[src/rtl/fp_div_arbiter_pkg.sv]
// -----------------------------------------------------------------------------
// fp_div_arbiter_pkg
// Shared definitions for the divider arbiter: operand width, a few IEEE-754
// single-precision constants used by the HSV datapath, and the tag record that
// follows each division through the divider latency.
// -----------------------------------------------------------------------------
package fp_div_arbiter_pkg;

    localparam int FP_W = 32;

    localparam logic [FP_W-1:0] FP_100  = 32'h42c8_0000;
    localparam logic [FP_W-1:0] FP_ZERO = 32'h0000_0000;

    // Tag id is sized for the largest supported requester count (8).
    localparam int MAX_REQ = 8;
    localparam int ID_W    = $clog2(MAX_REQ);

    typedef struct packed {
        logic            valid;
        logic [ID_W-1:0] id;
        logic            dz;
    } tag_t;

    // +0 and -0 both count as a zero denominator: ignore the sign bit.
    function automatic logic fp_is_zero(input logic [FP_W-1:0] x);
        return (x[FP_W-2:0] == '0);
    endfunction

endpackage

[src/rtl/fp_div_arbiter_if.sv]
// -----------------------------------------------------------------------------
// fp_div_arbiter_if
// Bundles the requester handshake, the divider issue/return bus and the
// response strobe of the divider arbiter.
//   slave  : arbiter view (takes requests and divider results, drives grants,
//            divider operands and responses)
//   master : environment view (requesters + divider + response consumers)
// Requester i operands live at [i*DATA_W +: DATA_W] of req_num / req_den.
// -----------------------------------------------------------------------------
interface fp_div_arbiter_if #(
    parameter int NUM_REQ = 4,
    parameter int DATA_W  = 32
);
    logic [NUM_REQ-1:0]        req_valid;
    logic [NUM_REQ*DATA_W-1:0] req_num;
    logic [NUM_REQ*DATA_W-1:0] req_den;
    logic [NUM_REQ-1:0]        req_ready;

    logic [DATA_W-1:0]         div_num;
    logic [DATA_W-1:0]         div_den;
    logic                      div_valid_in;
    logic [DATA_W-1:0]         div_result;
    logic                      div_valid_out;

    logic [NUM_REQ-1:0]        rsp_valid;
    logic [DATA_W-1:0]         rsp_data;
    logic                      rsp_dz;

    modport slave (
        input  req_valid, req_num, req_den, div_result, div_valid_out,
        output req_ready, div_num, div_den, div_valid_in,
               rsp_valid, rsp_data, rsp_dz
    );

    modport master (
        output req_valid, req_num, req_den, div_result, div_valid_out,
        input  req_ready, div_num, div_den, div_valid_in,
               rsp_valid, rsp_data, rsp_dz
    );
endinterface

[src/rtl/fp_div_arbiter_rr.sv]
// -----------------------------------------------------------------------------
// rr_arbiter
// Round-robin grant among NUM_REQ requesters. The search starts at the pointer
// and wraps; the pointer moves just past the winner on every grant.
//   clk, rst  : clock, async active-low reset (pointer -> 0)
//   en        : 0 suppresses all grants (pointer holds)
//   req       : per-requester request
//   grant     : one-hot grant (combinational)
//   grant_idx : index of the granted requester (0 when no grant)
// -----------------------------------------------------------------------------
module rr_arbiter #(
    parameter  int NUM_REQ = 4,
    localparam int PTR_W   = (NUM_REQ > 1) ? $clog2(NUM_REQ) : 1
) (
    input  logic               clk,
    input  logic               rst,
    input  logic               en,
    input  logic [NUM_REQ-1:0] req,
    output logic [NUM_REQ-1:0] grant,
    output logic [PTR_W-1:0]   grant_idx
);

    localparam logic [PTR_W-1:0] LAST = PTR_W'(NUM_REQ - 1);

    logic [PTR_W-1:0] ptr;

    // Walk from the farthest candidate back to ptr so the last hit wins;
    // that is the first requester at or after ptr in wrap order.
    always_comb begin
        int               j;
        logic [PTR_W-1:0] jj;
        grant     = '0;
        grant_idx = '0;
        j         = 0;
        jj        = '0;
        if (en) begin
            for (int k = NUM_REQ - 1; k >= 0; k--) begin
                j = int'(ptr) + k;
                if (j >= NUM_REQ) begin
                    j = j - NUM_REQ;
                end
                jj = PTR_W'(j);
                if (req[jj]) begin
                    grant     = '0;
                    grant[jj] = 1'b1;
                    grant_idx = jj;
                end
            end
        end
    end

    always_ff @(posedge clk or negedge rst) begin
        if (!rst) begin
            ptr <= '0;
        end else if (|grant) begin
            ptr <= (grant_idx == LAST) ? '0 : grant_idx + 1'b1;
        end
    end

endmodule

[src/rtl/fp_div_arbiter.sv]
// -----------------------------------------------------------------------------
// fp_div_arbiter
// Shares one pipelined single-precision divider between NUM_REQ requesters.
// At most one division is issued per cycle; each issued op carries a tag
// (owner id, zero-denominator flag) down a pipeline matched to the divider
// latency so the quotient can be routed back to its owner. Operands and
// results pass through untouched.
//   clk, rst  : clock, async active-low reset
//   en        : 1 = grants allowed; 0 = no new grants, in-flight ops drain
//   bus       : requester handshake, divider issue/return, response strobe
//   busy      : any op in the issue register or tag pipeline
//   err_sync  : sticky, set when divider result strobe and tag disagree
// -----------------------------------------------------------------------------
module fp_div_arbiter
    import fp_div_arbiter_pkg::*;
#(
    parameter int NUM_REQ     = 4,
    parameter int DIV_LATENCY = 4,
    parameter int DATA_W      = 32
) (
    input  logic               clk,
    input  logic               rst,
    input  logic               en,
    fp_div_arbiter_if.slave    bus,
    output logic               busy,
    output logic               err_sync
);

    localparam int PTR_W = (NUM_REQ > 1) ? $clog2(NUM_REQ) : 1;

    logic [NUM_REQ-1:0] grant;
    logic [PTR_W-1:0]   grant_idx;
    logic               accept;
    logic [DATA_W-1:0]  sel_num;
    logic [DATA_W-1:0]  sel_den;
    tag_t               issue_tag;
    tag_t               tail;
    logic [NUM_REQ-1:0] rsp_onehot;

    // Entry 0 is loaded together with div_valid_in (the issue register);
    // entry DIV_LATENCY lines up with div_valid_out.
    tag_t tag_pipe [DIV_LATENCY+1];

    rr_arbiter #(.NUM_REQ(NUM_REQ)) u_rr (
        .clk       (clk),
        .rst       (rst),
        .en        (en),
        .req       (bus.req_valid),
        .grant     (grant),
        .grant_idx (grant_idx)
    );

    assign bus.req_ready = grant;
    assign accept        = |grant;

    always_comb begin
        sel_num = '0;
        sel_den = '0;
        for (int k = 0; k < NUM_REQ; k++) begin
            if (grant[k]) begin
                sel_num = bus.req_num[k*DATA_W +: DATA_W];
                sel_den = bus.req_den[k*DATA_W +: DATA_W];
            end
        end
    end

    always_comb begin
        issue_tag       = '0;
        issue_tag.valid = accept;
        issue_tag.id    = ID_W'(grant_idx);
        issue_tag.dz    = accept & fp_is_zero(sel_den);
    end

    // Issue register to the divider; operands hold while idle.
    always_ff @(posedge clk or negedge rst) begin
        if (!rst) begin
            bus.div_valid_in <= 1'b0;
            bus.div_num      <= '0;
            bus.div_den      <= '0;
        end else begin
            bus.div_valid_in <= accept;
            if (accept) begin
                bus.div_num <= sel_num;
                bus.div_den <= sel_den;
            end
        end
    end

    always_ff @(posedge clk or negedge rst) begin
        if (!rst) begin
            for (int k = 0; k <= DIV_LATENCY; k++) begin
                tag_pipe[k] <= '0;
            end
        end else begin
            tag_pipe[0] <= issue_tag;
            for (int k = 1; k <= DIV_LATENCY; k++) begin
                tag_pipe[k] <= tag_pipe[k-1];
            end
        end
    end

    assign tail = tag_pipe[DIV_LATENCY];

    always_comb begin
        rsp_onehot = '0;
        for (int k = 0; k < NUM_REQ; k++) begin
            rsp_onehot[k] = (tail.id == ID_W'(k));
        end
    end

    // A result only counts when tag and strobe agree; any disagreement is
    // recorded and produces no response.
    always_ff @(posedge clk or negedge rst) begin
        if (!rst) begin
            bus.rsp_valid <= '0;
            bus.rsp_data  <= '0;
            bus.rsp_dz    <= 1'b0;
            err_sync      <= 1'b0;
        end else begin
            bus.rsp_valid <= '0;
            if (tail.valid && bus.div_valid_out) begin
                bus.rsp_valid <= rsp_onehot;
                bus.rsp_data  <= bus.div_result;
                bus.rsp_dz    <= tail.dz;
            end
            if (tail.valid ^ bus.div_valid_out) begin
                err_sync <= 1'b1;
            end
        end
    end

    always_comb begin
        busy = bus.div_valid_in;
        for (int k = 0; k <= DIV_LATENCY; k++) begin
            busy = busy | tag_pipe[k].valid;
        end
    end

endmodule
[src/flat_wrapper.sv]
// flat-port wrapper written by rule: the top's interface ports become plain ports
module fp_div_arbiter_flat import fp_div_arbiter_pkg::*;
#(
    parameter int NUM_REQ     = 4,
    parameter int DIV_LATENCY = 4,
    parameter int DATA_W      = 32
)
  (clk, rst, en, busy, err_sync, bus_req_valid, bus_req_num, bus_req_den, bus_div_result, bus_div_valid_out, bus_req_ready, bus_div_num, bus_div_den, bus_div_valid_in, bus_rsp_valid, bus_rsp_data, bus_rsp_dz);
  fp_div_arbiter_if #(.NUM_REQ(NUM_REQ), .DATA_W(DATA_W)) bus_i ();
  input  logic clk;
  input  logic rst;
  input  logic en;
  output logic busy;
  output logic err_sync;
  input wire logic [$bits(bus_i.req_valid)-1:0] bus_req_valid;
  input wire logic [$bits(bus_i.req_num)-1:0] bus_req_num;
  input wire logic [$bits(bus_i.req_den)-1:0] bus_req_den;
  input wire logic [$bits(bus_i.div_result)-1:0] bus_div_result;
  input wire logic [$bits(bus_i.div_valid_out)-1:0] bus_div_valid_out;
  output wire logic [$bits(bus_i.req_ready)-1:0] bus_req_ready;
  output wire logic [$bits(bus_i.div_num)-1:0] bus_div_num;
  output wire logic [$bits(bus_i.div_den)-1:0] bus_div_den;
  output wire logic [$bits(bus_i.div_valid_in)-1:0] bus_div_valid_in;
  output wire logic [$bits(bus_i.rsp_valid)-1:0] bus_rsp_valid;
  output wire logic [$bits(bus_i.rsp_data)-1:0] bus_rsp_data;
  output wire logic [$bits(bus_i.rsp_dz)-1:0] bus_rsp_dz;
  assign bus_i.req_valid = bus_req_valid;
  assign bus_i.req_num = bus_req_num;
  assign bus_i.req_den = bus_req_den;
  assign bus_i.div_result = bus_div_result;
  assign bus_i.div_valid_out = bus_div_valid_out;
  assign bus_req_ready = bus_i.req_ready;
  assign bus_div_num = bus_i.div_num;
  assign bus_div_den = bus_i.div_den;
  assign bus_div_valid_in = bus_i.div_valid_in;
  assign bus_rsp_valid = bus_i.rsp_valid;
  assign bus_rsp_data = bus_i.rsp_data;
  assign bus_rsp_dz = bus_i.rsp_dz;
  fp_div_arbiter #(.NUM_REQ(NUM_REQ), .DIV_LATENCY(DIV_LATENCY), .DATA_W(DATA_W)) u_core (.clk(clk), .rst(rst), .en(en), .bus(bus_i), .busy(busy), .err_sync(err_sync));
endmodule
[config.mk]
export PLATFORM = sky130hd
export DESIGN_NAME = fp_div_arbiter_flat
export DESIGN_NICKNAME = d
export VERILOG_FILES = /design/src/rtl/fp_div_arbiter_pkg.sv /design/src/rtl/fp_div_arbiter_if.sv /design/src/rtl/fp_div_arbiter_rr.sv /design/src/rtl/fp_div_arbiter.sv /design/src/flat_wrapper.sv
export SDC_FILE = /design/constraint.sdc
export NUM_CORES = 1
export LEC_CHECK = 0
export BUFFER_PORTS_ARGS = -buffer_cell sky130_fd_sc_hd__buf_2
export CORE_AREA = 2 2 158 160
export DETAILED_ROUTE_END_ITERATION = 8
export DIE_AREA = 0 0 160 162
export PLACE_DENSITY = 0.66
export SYNTH_ARGS = -nofsm -noshare
export SYNTH_HDL_FRONTEND = slang
export SYNTH_SLANG_ARGS = --single-unit
[constraint.sdc]
create_clock -name clk -period 7.9 [get_ports clk]
set_input_delay 0.79 -clock clk [delete_from_list [all_inputs] [get_ports clk]]
set_output_delay 0.79 -clock clk [all_outputs]
set_load 0.05 [all_outputs]
## Word level (Yosys, flattened, before mapping)

Index checks and enable logic that the tools add are counted.

| word-level totals | value |
|---|---|
| flip-flop bits (word level) | 124 |
| output and inout port bits | 108 |

| cells by class | value |
|---|---|
| add/sub/neg operators | 8 |
| magnitude comparators | 12 |
| equal/unequal tests | 4 |
| mux-type cells | 44 |
| bitwise gates (word level) | 6 |
| reduce and logical (&&, ||, !) cells | 8 |

Operator list:

| operator | count |
|---|---|
| 2-to-1 mux 32 bit | 8 |
| zero test 31 bit | 1 |
| 2-to-1 mux 2 bit | 14 |
| 2-to-1 mux 4 bit | 6 |
| < comparator 2 x 3 -> 1 bit (second input constant) | 4 |
| greater-or-equal comparator 3 bit (second input constant) | 3 |
| binary-select mux 1 bit (select 2 bit) | 4 |
| demux 1 bit (select 2 bit) | 4 |
| greater-or-equal comparator 2 x 1 -> 1 bit (second input constant) | 4 |
| 2-to-1 mux 1 bit | 8 |
| subtractor 2 x 1 -> 2 bit (second input constant) | 4 |
| adder 2 x 2 -> 3 bit (second input constant) | 2 |
| equality test 2 bit (second input constant) | 3 |
| logical AND 1 bit | 5 |
| OR 1 bit | 4 |
| OR reduction 4 bit | 1 |
| adder 2 x 1 -> 3 bit (second input constant) | 1 |
| greater-or-equal comparator 2 x 3 -> 1 bit (second input constant) | 1 |
| zero test 3 bit | 1 |
| adder 2 x 1 -> 2 bit (second input constant) | 1 |
| equality test 2 x 1 -> 1 bit (second input constant) | 1 |
| bitwise AND 1 bit | 1 |
| XOR 1 bit | 1 |

## Logic depth before layout (Yosys ltp)

| logic depth | value |
|---|---|
| depth in word-level cells | 19 |
| mapped depth | 15 |
| gate-level depth less buffers | 12 |

## Hierarchy

A second synthesis with hierarchy kept.

| second synthesis, totals | value |
|---|---|
| cell total of the unflattened synthesis | 622 |
| area, all modules | 6463.7 um^2 |

Modules (own cells, without submodules):

| module | instances | cells an instance | area each (um^2) | seq. area each (um^2) |
|---|---|---|---|---|
| fp_div_arbiter | 1 | 549 | 5721.7 | 3052.9 |
| rr_arbiter | 1 | 73 | 742.0 | 50.0 |

## Worst setup path after synthesis

Ideal clock, no wire load.

| path | value |
|---|---|
| kind | register -> output |
| start | reg u_core.u_rr.ptr[1] |
| end | out bus_req_ready[3] |
| data arrival time | 3.470 ns |
| required time | 7.110 ns |
| path slack | 3.640 ns |
| cell stages (with the launch flop) | 13 |
| path buffers | 5 |
| cells stage by stage | dfrtp_1 > clkbuf_1 > inv_1 > ha_1 > clkbuf_1 > mux2_2 > mux2i_1 > nor2_1 > o41a_1 > inv_2 > buf_2 > buf_2 > buf_1 |

| on the way | value |
|---|---|
| cells in the longest elaborated chain, start to end | 13 |
| elaborated cells between the ends (all ways) | 52 |

RTL lines:

| element | RTL line | source |
|---|---|---|
| start: declaration | fp_div_arbiter_rr.sv:25 | `logic [PTR_W-1:0] ptr;` |
| start signal: assignment | fp_div_arbiter_rr.sv:56 | `ptr <= (grant_idx == LAST) ? '0 : grant_idx + 1'b1;` |
| adder 2 x 2 -> 3 bit | fp_div_arbiter_rr.sv:38 | `j = int'(ptr) + k;` |
| greater-or-equal comparator 3 bit or subtractor 2 x 1 -> 2 bit (tied branches) | fp_div_arbiter_rr.sv:39, fp_div_arbiter_rr.sv:40 |  |
| 2-to-1 mux 2 bit | fp_div_arbiter_rr.sv:39 | `if (j >= NUM_REQ) begin` |
| 2-to-1 mux 2 bit | fp_div_arbiter_rr.sv:36 | `if (en) begin` |
| < comparator 2 x 3 -> 1 bit (not written as such) or greater-or-equal comparator 2 x 1 -> 1 bit (tied branches) | fp_div_arbiter_rr.sv:45 | `grant[jj] = 1'b1;` |
| logical AND 1 bit (not written as such) | fp_div_arbiter_rr.sv:45 |  |
| 2-to-1 mux 1 bit (not written as such) | fp_div_arbiter_rr.sv:45 |  |
| demux 1 bit (select 2 bit) | fp_div_arbiter_rr.sv:45 |  |
| 2-to-1 mux 4 bit (3 in series) | fp_div_arbiter_rr.sv:43 | `if (req[jj]) begin` |
| 2-to-1 mux 4 bit * | fp_div_arbiter_rr.sv:43 |  |
| 2-to-1 mux 4 bit * | fp_div_arbiter_rr.sv:36 |  |
| end: declaration | flat_wrapper.sv:20 | `output wire logic [$bits(bus_i.req_ready)-1:0] bus_req_ready;` |

Mark *: on every way between the ends. The rest lies on a longest branch, timed or not. The select of a mux whose other input is x is not followed.

## Worst setup path after layout

| path | value |
|---|---|
| start | reg u_core.u_rr.ptr[0] |
| end | out bus_req_ready[3] |

Same word-level chain as after synthesis.

==> results.toml <==
[drt]
drt_pass1_iterations = 5
met2_wirelength_um = 14200
post-route-drc-count = 0
wl_um = 28400
viasPerCell = 5.34
highest_layer = "met5"
antenna_left = 0
met1_length_um = 11300
drtIter0Drc = 626
avgRoutedWirePerCell_um = 21.1
num_vias = 7166
wl_met3_um = 2250

[power]
p_seq_frac = 0.227
clkPwrFrac = 0.167
power.switching_uw = 2620
power_uw = 4980
ir_worst_vdd_mv = 0.287
switching_share = 0.526
power_leakage_uw = 0.00451
power_density_mw_per_mm2 = 518
comb_power_share = 0.606
power.internal_uw = 2360

[floorplanning]
start_util = 0.281
die_h_um = 162
num_rows = 57
die_x_um = 160
core-area_sq_mm = 0.0241
die_area_sq_mm = 0.0259
io_pins = 404

[setup_path]
criticalPathCategory = "flop to output port"
cp_cell_sequence = "inv_1, ha_1, mux2_2, mux2i_1, nor2_1, o41a_1, inv_4, buf_4, buf_2"
cp_num_buf_inv = 4
cp.arrival_ns = 5.04
critPathSlowestCell = "dfrtp_1"
cp-end-kind = "output port"
slowest_delay_ns = 0.79
start_kind = "flop"
critPathTopFamily = "buffers and inverters"
cp.required_ns = 7.11
path_max_fanout = 67

[clock_tree]
cts-resized-gates = 0
cts_buffer_depth = 2
cts_setup_buffers = 0
cts_tree = "yes"
cts_buffers = 17
cts_hold_buf = 0
htree_levels = 4
clockRootBuffer = "clkbuf_16"
clk_pin_slew_ns = 0.06
cts_sinks = 124
insertion_delay_ns = 0.42

[yosys]
synth_flop_cell = "dfrtp_1"
synth.ff_latch_count = 124
synth_top_cell_by_area = "dfrtp_1"
synth-edff-count = 0
syn_area_sq_mm = 0.00677
synth.most_common_cell = "dfrtp_1"
ys_seq_area_frac = 0.458
yosysWarningCount = 0
async_flop_share = 1.00
synth.area.top_cells = "dfrtp_1, a221o_1, mux2_2, a22oi_1, o21ai_0"
syn_inst = 636
synth_cell_types = 59
syn_avg_cell_area_sq_um = 10.6
syn-num-nets = 941
synthTopCellsByCount = "dfrtp_1, a221o_1, o21ai_0"
yosysTopAreaCellShare = 0.458

[global_routing]
grt_pass1_wl_um = 42000
grt_max_degree = 79
grt_overflow = 0
grt_pass1_vias = 7177
antenna_found_initial = 5
grt_use_total = 0.212

[sta]
relSlewSlack = 0.341
rsz0062_at_grt = "false"
slew_viol_final = 0
tightestPinTransition_ns = 0.988
min_period_ns = 5.83
clock.fmax_mhz = 172
finalHoldViolations = 0
post-route-period-util = 0.738
setup_tns_ns = 0
fin_worst_skew_ns = 0.0135
setup_violations = 0

[placed_design]
place_congestion = 0.837
dp_hpwl_um = 21100
port-buffer-count = 403

[cells_and_area]
finish.utilization = 0.399
drive_gt1_frac = 0.494
nNetsFinal = 1308
area_growth_syn_to_layout_pct = 42.0

[run]
max-cap-violations = 0

[worst_hold_path]
min_path_type = "input port to asynchronous set/reset pin"

[run_status]
status = "completed"
per-stage QoR:
| step | worst slack (ns) | hold slack (ns) | area [sq um] | instances |
|---|---|---|---|---|
| after floorplan | 3.64 | 0.331 | 6770 | 636 |
| after global placement | 2.62 | 0.332 | 8990 | 1308 |
| after detailed placement | 2.48 | 0.336 | 8990 | 1308 |
| after CTS | 1.99 | 0.306 | 9600 | 1339 |
| after global routing | 1.68 | 0.323 | 9610 | 1343 |
| final | 2.07 | 0.302 | 9610 | 1343 |
metal layers:
metal  GRT usage  vias to the layer above
li1            -                     3294
met1       0.259                     3449
met2       0.362                      377
met3      0.0552                       44
met4      0.0741                        2
met5           0                        -
worst reg2reg max path: cells and delay by family, from the launching register on:
| kind | cells | cell delay (ns) |
|---|---|---|
| flops | 1 | 0.79 |
| simple gates | 4 | 0.63 |
| fa+ha+maj | 1 | 0.51 |
| compound gates | 3 | 1.12 |
| mux | 1 | 0.59 |
| buf+inv | 4 | 1.59 |
registers in the layout, indices dropped and copies added (netlist names):
| signal | count |
|---|---|
| u_core.bus.div_den | 32 |
| u_core.bus.div_num | 32 |
| u_core.bus.div_valid_in | 1 |
| u_core.bus.rsp_data | 32 |
| u_core.bus.rsp_dz | 1 |
| u_core.bus.rsp_valid | 4 |
| u_core.err_sync | 1 |
| u_core.tag_pipe | 19 |
| u_core.u_rr.ptr | 2 |
cell type report:
type                    count  area (sq um)
fillers                  2438         14500
multi-input cells         436          3330
flip-flops and latches    124          3100
repair buffers            414          2110
clock buffers              17           425
well taps                 324           405
clock inverters            14           184
inverters                  10          45.0
diodes                      4          10.0
cells in the final DEF, fill, tap and decap left out, types with 5 or more instances in the layout:
cell       netlist  final
a211oi_1        20     20
nor2_1           9      9
o21ai_1         34     34
dfrtp_1        124    124
o21ai_0         43     43
o211ai_1        22     22
inv_6            0      6
a221o_1         54     54
nor4_1           7      7
inv_1            6      6
and2_1           5      5
mux2i_1          5      5
a221oi_1         7      6
nand2_1         33     33
nand3_1         26     26
a22oi_1         39     39
ha_1             9      9
buf_2           13    402
mux2_2          35     35
a311oi_1        21     20
buf_4            1     11
a31oi_1          6      6
clkbuf_16        0     17
power groups by stage:
stage / combinational (uW) / clock [uW] / sequential (uW)
after floorplan: 1390 / 0 / 2000
after global placement: 2990 / 0 / 1130
after detailed placement: 3030 / 0 / 1130
after CTS: 3040 / 857 / 1130
after global routing: 3220 / 882 / 1160
final: 3020 / 831 / 1130
logic make-up (layout without fill, tap and decap cells):
logic type / Yosys count / in the layout / share of synthesized area
mux: 44 / 44 / 0.0789
compound gates: 278 / 278 / 0.308
flops: 124 / 124 / 0.458
simple gates: 105 / 105 / 0.0828
fa+ha+maj: 9 / 9 / 0.0166
other cells: 0 / 4 / 0
buf+inv: 76 / 455 / 0.0547
worst paths after layout:
kind | start | endpoint | slack [ns] | depth (start not counted)
min in group clk | u_core.tag_pipe[5] | u_core.tag_pipe[0] | 0.34 | 0
setup / recovery | u_core.u_rr.ptr[0] | bus_req_ready[3] | 2.07 | 9
max in group asynchronous | rst | u_core.bus.div_den[29] | 6.17 | 2
hold reg to reg | u_core.tag_pipe[5] | u_core.tag_pipe[0] | 0.34 | 0
hold / removal | rst | u_core.u_rr.ptr[1] | 0.30 | 1
setup reg to reg | u_core.u_rr.ptr[0] | u_core.tag_pipe[20] | 2.55 | 13
(Power assumes the default switching activity.)
